--- config.mk ---
export PLATFORM = sky130hd
export DESIGN_NAME = serial_or_reducer
export DESIGN_NICKNAME = d
export VERILOG_FILES = /design/src/rtl/serial_or_reducer_pkg.sv /design/src/rtl/serial_or_reducer_mux2.sv /design/src/rtl/serial_or_reducer.sv
export SDC_FILE = /design/constraint.sdc
export NUM_CORES = 1
export LEC_CHECK = 0
export CAP_MARGIN = 10
export CELL_PAD_IN_SITES_DETAIL_PLACEMENT = 0
export CELL_PAD_IN_SITES_GLOBAL_PLACEMENT = 1
export CORE_AREA = 2 2 39 41
export CTS_BUF_LIST = sky130_fd_sc_hd__clkbuf_4
export DETAILED_ROUTE_END_ITERATION = 8
export DIE_AREA = 0 0 41 43
export PLACE_DENSITY_LB_ADDON = 0.1
export SYNTH_ARGS = -nofsm -noshare
export SYNTH_HDL_FRONTEND = slang
export SYNTH_SLANG_ARGS = --single-unit
export TNS_END_PERCENT = 5
--- constraint.sdc ---
create_clock -name clk -period 1.4 [get_ports clk]
set_input_delay 0.28 -clock clk [delete_from_list [all_inputs] [get_ports clk]]
set_output_delay 0.28 -clock clk [all_outputs]
set_load 0.1 [all_outputs]
--- src/rtl/serial_or_reducer_pkg.sv ---
// Shared types and constants for the serial OR reducer.
// Optional feature macro: SERIAL_OR_REDUCER_COUNT_EN (ones counter / out_count port).
package serial_or_reducer_pkg;

    typedef enum logic {
        ACCUM = 1'b0,
        HOLD  = 1'b1
    } state_t;

    localparam int unsigned DEFAULT_FRAME_LEN = 8;

endpackage

--- src/rtl/serial_or_reducer_mux2.sv ---
// 1-bit 2:1 mux primitive shared with the combinational OR layer.
module serial_or_reducer_mux2 (
    input  logic d0,
    input  logic d1,
    input  logic sel,
    output logic y
);

    assign y = sel ? d1 : d0;

endmodule

--- src/rtl/serial_or_reducer.sv ---
// Serial OR reducer: collects FRAME_LEN single-bit beats per frame and emits
// the OR of the frame with valid/ready handshakes on both sides.
// Optional feature macro: SERIAL_OR_REDUCER_COUNT_EN adds a ones counter and
// the out_count port; without it the port and counter are absent.
module serial_or_reducer
    import serial_or_reducer_pkg::*;
#(
    parameter  int unsigned FRAME_LEN = DEFAULT_FRAME_LEN,
    localparam int unsigned CNT_W     = $clog2(FRAME_LEN + 1)
) (
    input  logic             clk,
    input  logic             rst,
    input  logic             in_valid,
    output logic             in_ready,
    input  logic             in_bit,
    input  logic             flush,
    output logic             out_valid,
    input  logic             out_ready,
    output logic             out_or
`ifdef SERIAL_OR_REDUCER_COUNT_EN
    ,
    output logic [CNT_W-1:0] out_count
`endif
);

    if (FRAME_LEN < 2) begin : g_bad_frame_len
        $error("serial_or_reducer: FRAME_LEN must be >= 2");
    end

    localparam logic [CNT_W-1:0] LAST_IDX = CNT_W'(FRAME_LEN - 1);

    state_t           state_q, state_d;
    logic [CNT_W-1:0] idx_q, idx_d;
    logic             acc_q, acc_d;
    logic             out_valid_q, out_valid_d;
    logic             out_or_q, out_or_d;
    logic             acc_upd;
    logic             beat_acc;
    logic             xfer;
    logic             frame_end;

    // acc | in_bit expressed through the mux primitive: a set accumulator selects constant 1
    serial_or_reducer_mux2 u_acc_mux (
        .d0  (in_bit),
        .d1  (1'b1),
        .sel (acc_q),
        .y   (acc_upd)
    );

    assign in_ready  = !rst && (state_q == ACCUM || out_ready);
    assign beat_acc  = in_valid && in_ready;
    assign xfer      = out_valid_q && out_ready;
    assign frame_end = beat_acc && !flush && (idx_q == LAST_IDX);

    assign out_valid = out_valid_q;
    assign out_or    = out_or_q;

    // Next-state, accumulator and result register updates; flush discards a same-cycle beat
    always_comb begin
        state_d     = state_q;
        idx_d       = idx_q;
        acc_d       = acc_q;
        out_valid_d = out_valid_q;
        out_or_d    = out_or_q;

        if (xfer) begin
            out_valid_d = 1'b0;
            state_d     = ACCUM;
        end

        if (flush) begin
            idx_d = '0;
            acc_d = 1'b0;
        end else if (frame_end) begin
            out_or_d    = acc_upd;
            out_valid_d = 1'b1;
            state_d     = HOLD;
            idx_d       = '0;
            acc_d       = 1'b0;
        end else if (beat_acc) begin
            acc_d = acc_upd;
            idx_d = idx_q + CNT_W'(1);
        end
    end

    // State and datapath registers with asynchronous reset
    always_ff @(posedge clk or posedge rst) begin
        if (rst) begin
            state_q     <= ACCUM;
            idx_q       <= '0;
            acc_q       <= 1'b0;
            out_valid_q <= 1'b0;
            out_or_q    <= 1'b0;
        end else begin
            state_q     <= state_d;
            idx_q       <= idx_d;
            acc_q       <= acc_d;
            out_valid_q <= out_valid_d;
            out_or_q    <= out_or_d;
        end
    end

`ifdef SERIAL_OR_REDUCER_COUNT_EN
    logic [CNT_W-1:0] cnt_q, cnt_d;
    logic [CNT_W-1:0] out_count_q, out_count_d;
    logic [CNT_W-1:0] cnt_inc;

    assign cnt_inc   = cnt_q + CNT_W'(in_bit);
    assign out_count = out_count_q;

    // Ones counter; the final beat is folded into the registered result so FRAME_LEN fits
    always_comb begin
        cnt_d       = cnt_q;
        out_count_d = out_count_q;
        if (flush) begin
            cnt_d = '0;
        end else if (frame_end) begin
            out_count_d = cnt_inc;
            cnt_d       = '0;
        end else if (beat_acc) begin
            cnt_d = cnt_inc;
        end
    end

    // Counter registers with asynchronous reset
    always_ff @(posedge clk or posedge rst) begin
        if (rst) begin
            cnt_q       <= '0;
            out_count_q <= '0;
        end else begin
            cnt_q       <= cnt_d;
            out_count_q <= out_count_d;
        end
    end
`endif

endmodule

==> results <==
- The library cell with the largest summed area after synthesis is sky130_fd_sc_hd__dfrtp_1.
- The routed via count divided by cell count is 5.04.
- Counting flops with an async set or reset pin after synthesis yields a share of 100%.
- Fill cells in the final layout number around 130.
- The quantity of hold-fixing buffers added after cts is 0.
- Of the synthesized area, sequential elements account for ~44%.
- The proportion of netlist area held by the largest area contributor is around 44%.
- The tightest hold margin is 0.142 ns.
- After synthesis, the cell types taking the most area are sky130_fd_sc_hd__dfrtp_1, sky130_fd_sc_hd__nor4_4, sky130_fd_sc_hd__a21o_2.
- The run finished with clean final reports.
- sky130_fd_sc_hd__dfrtp_1 is the most common cell in the netlist.
- Of the available clock period, the critical path in the final layout requires 97.7%.
- Measured against its own limit, the worst slew margin works out to 79.8%.
- In this run the horizontal extent of the chip is just over 40 um.
- The clock reaches the later pin of the worst-skew pair after between 0.2 and 0.3 ns.
- The cell count after synthesis came out at 42.
- The final layout contains 68 nets.
- In the routed design, unresolved DRC markers number 0.
- For this configuration, the core starts out at a cell density of around 33%.
- Entering global routing, the biggest net connects 9 pins.
- The post-synthesis cell type count is 23.
- TritonCTS built the clock tree.
- The leakage power total is ~0.3 nW.
- Port buffering added 8 buffers.
- After clock tree synthesis, the clock-pin slew on the worst setup and hold paths is 0.06 ns.
- The die height is about 43 um.
- The die area is between 0.0015 and 0.002 sq mm.
- For this run, the slowest stage of the critical path takes 0.40 ns.
- In this run the worst hold path is classified as in2async.
- The clock passes through at most 2 buffers.
- Setup violations remaining at the end of the flow were counted as 0.
- The post-route minimum period is ~1.4 ns.
- STA classifies the critical path endpoint as an output port.
- The root cell of the clock tree is sky130_fd_sc_hd__clkbuf_4.
- The wire-length estimate of the detail-placed layout is around 720 um.
- The wire length reported by the detailed router is 918 um.
- The ratio of total power to cell area is 770 mW/mm^2.
- The placeable core area is 0.00138 sq mm.
- The CTS sink count is 8.
- In this run the count of I/O pins placed on the die edge is 9.
- The mean post-synth cell area is 10.8 sq um.
- Walking the worst path, the cells encountered are nor2b_4 > nor2_4 > buf_12.
- After synthesis the cells add up to 453 sq um.
- The minimum setup slack in the final design is ~0.032 ns.
- The number of pins exceeding their max-slew limit in the final report is 0.
- In the final routed layout, each cell accounts on average for about 12 um.
- The initial antenna violation count was 0.
- The finished layout cell area is between 600 and 700 sq um.
- The layout overhead on the synthesized area is 46.7%.
- Sorting the synthesized cells by how often they occur yields sky130_fd_sc_hd__dfrtp_1, sky130_fd_sc_hd__inv_1, sky130_fd_sc_hd__nand3_1, sky130_fd_sc_hd__nor2_1, sky130_fd_sc_hd__nor3_1.
- The total number of yosys warnings is 0.
- The first-pass GRT wire length is 1.51 mm.
- The startpoint type of the worst setup path is a flip-flop.
- The placed instances occupy a cell area of roughly 630 sq um.
- The setup skew after layout is roughly 0.0081 ns.
- The net count after synthesis is 49.
- The required time of the worst setup path is approximately 1.1 ns.
- The first TritonRoute pass finished after 4 iterations.
- The slew at the pin with the worst max-slew slack is around 0.3 ns.
- The DRC violation total after the first TritonRoute iteration is 8.
- The maximum VDD drop is 0.000464 V.
- The via count of the first global-routing pass is ~360.
- The residual overflow from global routing is 0.
- The overall fraction of global-route tracks in use is a little over an eighth.
- The repair_antennas step left the layout with diodes totalling 0.
- Setup repair after global routing could not meet its margin everywhere.
- Timing would allow up to 731 MHz.
- The number of synthesized register bits is 8.
- The congestion estimate from routability-driven global placement came to ~0.86.
- The number of enable-type register cells in the synthesized netlist is 0.
- The CTS H-tree depth is 1.
- Data arrives at the worst endpoint at between 1 and 1.5 ns.
- Max-cap violations in this run came to 0.
- The sum of negative setup slack is 0 ns.
- The total clock buffers created by CTS is 3.
- The most used flip-flop cell after synthesis is sky130_fd_sc_hd__dfrtp_1.
- In this run the worst path has a maximum fanout of 3.
- Of the cells placed in the final design, the portion with a size suffix greater than 1 is 39.0%.
- The slowest stage of the critical path is the sky130_fd_sc_hd__dfrtp_1 cell.
- The hold violation total from the final report is 0.
- The cell row count is 14.
- The pre-CTS setup slack is -0.199 ns.
- The total via count after detailed routing is 378.
- The critical path is of the reg2out type.
- The detail route stage leaves a number of antenna-violating nets equal to 0.
power by group:
part | switching, W | internal, W
combinational | 0.0000521 | 0.0000426
clock | 0.0000764 | 0.0000979
sequential | 0.00000517 | 0.000238
logic make-up (layout without fill, tap and decap cells):
group           count (synthesis)  in the layout  synth area share, %
fa+ha+maj                       1              1                 2.76
mux                             3              3                 8.01
flops                           8              8                 44.2
buf+inv                         3             20                 2.49
compound gates                  7              7                 9.67
simple gates                   20             20                 32.9
cell type report:
class | count | area [sq um] | area share, %
Tap cell | 16 | 20.0 | 3.01
Inverter | 3 | 11.3 | 1.69
Clock buffer | 3 | 22.5 | 3.39
Timing Repair Buffer | 14 | 153 | 23.0
Sequential cell | 8 | 200 | 30.1
Multi-Input combinational cell | 31 | 258 | 38.8
layout by cell type (no fill, tap or decap):
| master | count |
|---|---|
| sky130_fd_sc_hd__o21ai_0 | 2 |
| sky130_fd_sc_hd__nor3_4 | 1 |
| sky130_fd_sc_hd__mux2i_1 | 1 |
| sky130_fd_sc_hd__nand2b_4 | 1 |
| sky130_fd_sc_hd__nor2b_1 | 2 |
| sky130_fd_sc_hd__a21o_2 | 2 |
| sky130_fd_sc_hd__nor2b_4 | 1 |
| sky130_fd_sc_hd__nand2b_2 | 1 |
| sky130_fd_sc_hd__buf_12 | 3 |
| sky130_fd_sc_hd__a21oi_1 | 2 |
| sky130_fd_sc_hd__nand3b_1 | 1 |
| sky130_fd_sc_hd__nand2_1 | 1 |
| sky130_fd_sc_hd__nor2_4 | 1 |
| sky130_fd_sc_hd__mux2_4 | 1 |
| sky130_fd_sc_hd__nand3_1 | 3 |
| sky130_fd_sc_hd__a31oi_1 | 1 |
| sky130_fd_sc_hd__dlygate4sd2_1 | 2 |
| sky130_fd_sc_hd__nor3_1 | 3 |
| sky130_fd_sc_hd__buf_4 | 6 |
| sky130_fd_sc_hd__dfrtp_1 | 8 |
| sky130_fd_sc_hd__inv_1 | 3 |
| sky130_fd_sc_hd__nand4b_1 | 1 |
| sky130_fd_sc_hd__nor4_4 | 1 |
| sky130_fd_sc_hd__mux2_2 | 1 |
| sky130_fd_sc_hd__and2b_1 | 1 |
| sky130_fd_sc_hd__nor2_1 | 2 |
| sky130_fd_sc_hd__ha_2 | 1 |
| sky130_fd_sc_hd__clkdlybuf4s50_1 | 3 |
| sky130_fd_sc_hd__clkbuf_4 | 3 |
state kept, by name (all words and copies together), names as in the netlist:
name       flops
acc_q          1
idx_q          4
out_or         1
out_valid      1
state_q        1
per-layer routing:
metal,track usage [%],share of wire (%),vias up
li1,-,-,182
met1,16.5,43,178
met2,18.8,50,18
met3,9.42,7.0,0
met4,4.00,0,0
met5,0,0,-
worst paths after layout:
check / startpoint / end / slack [ns] / cells past startpoint
min in group clk: out_ready / out_valid / 0.53 / 3
max: state_q / in_ready / 0.03 / 3
min: rst / out_valid / 0.14 / 2
max in group asynchronous: rst / idx_q[0] / 1.02 / 2
max reg2reg: state_q / out_or / 0.07 / 4
min reg2reg: state_q / state_q / 0.55 / 1
timing repair:
action,4_1_cts,5_1_grt
pin swaps,0,1
setup buffers,1,0
gates resized for setup,2,2
endpoints found under the setup margin,1,4
worst max-delay path, delay by kind of cell (launching register included):
| family | cells | cell delay (ns) |
|---|---|---|
| DFF | 1 | 0.40 |
| and+or+nand+nor | 2 | 0.25 |
| buffers and inverters | 1 | 0.18 |
per-stage QoR:
stage	std cells	util [%]	power, W
floorplan	42	-	0.000294
detailed placement	71	45.4	0.000342
finish	75	48.0	0.000512
CTS	75	47.4	0.000518
global route	75	48.0	0.000542
global placement	71	45.4	0.000341
Power figures use the tool's default switching activity.
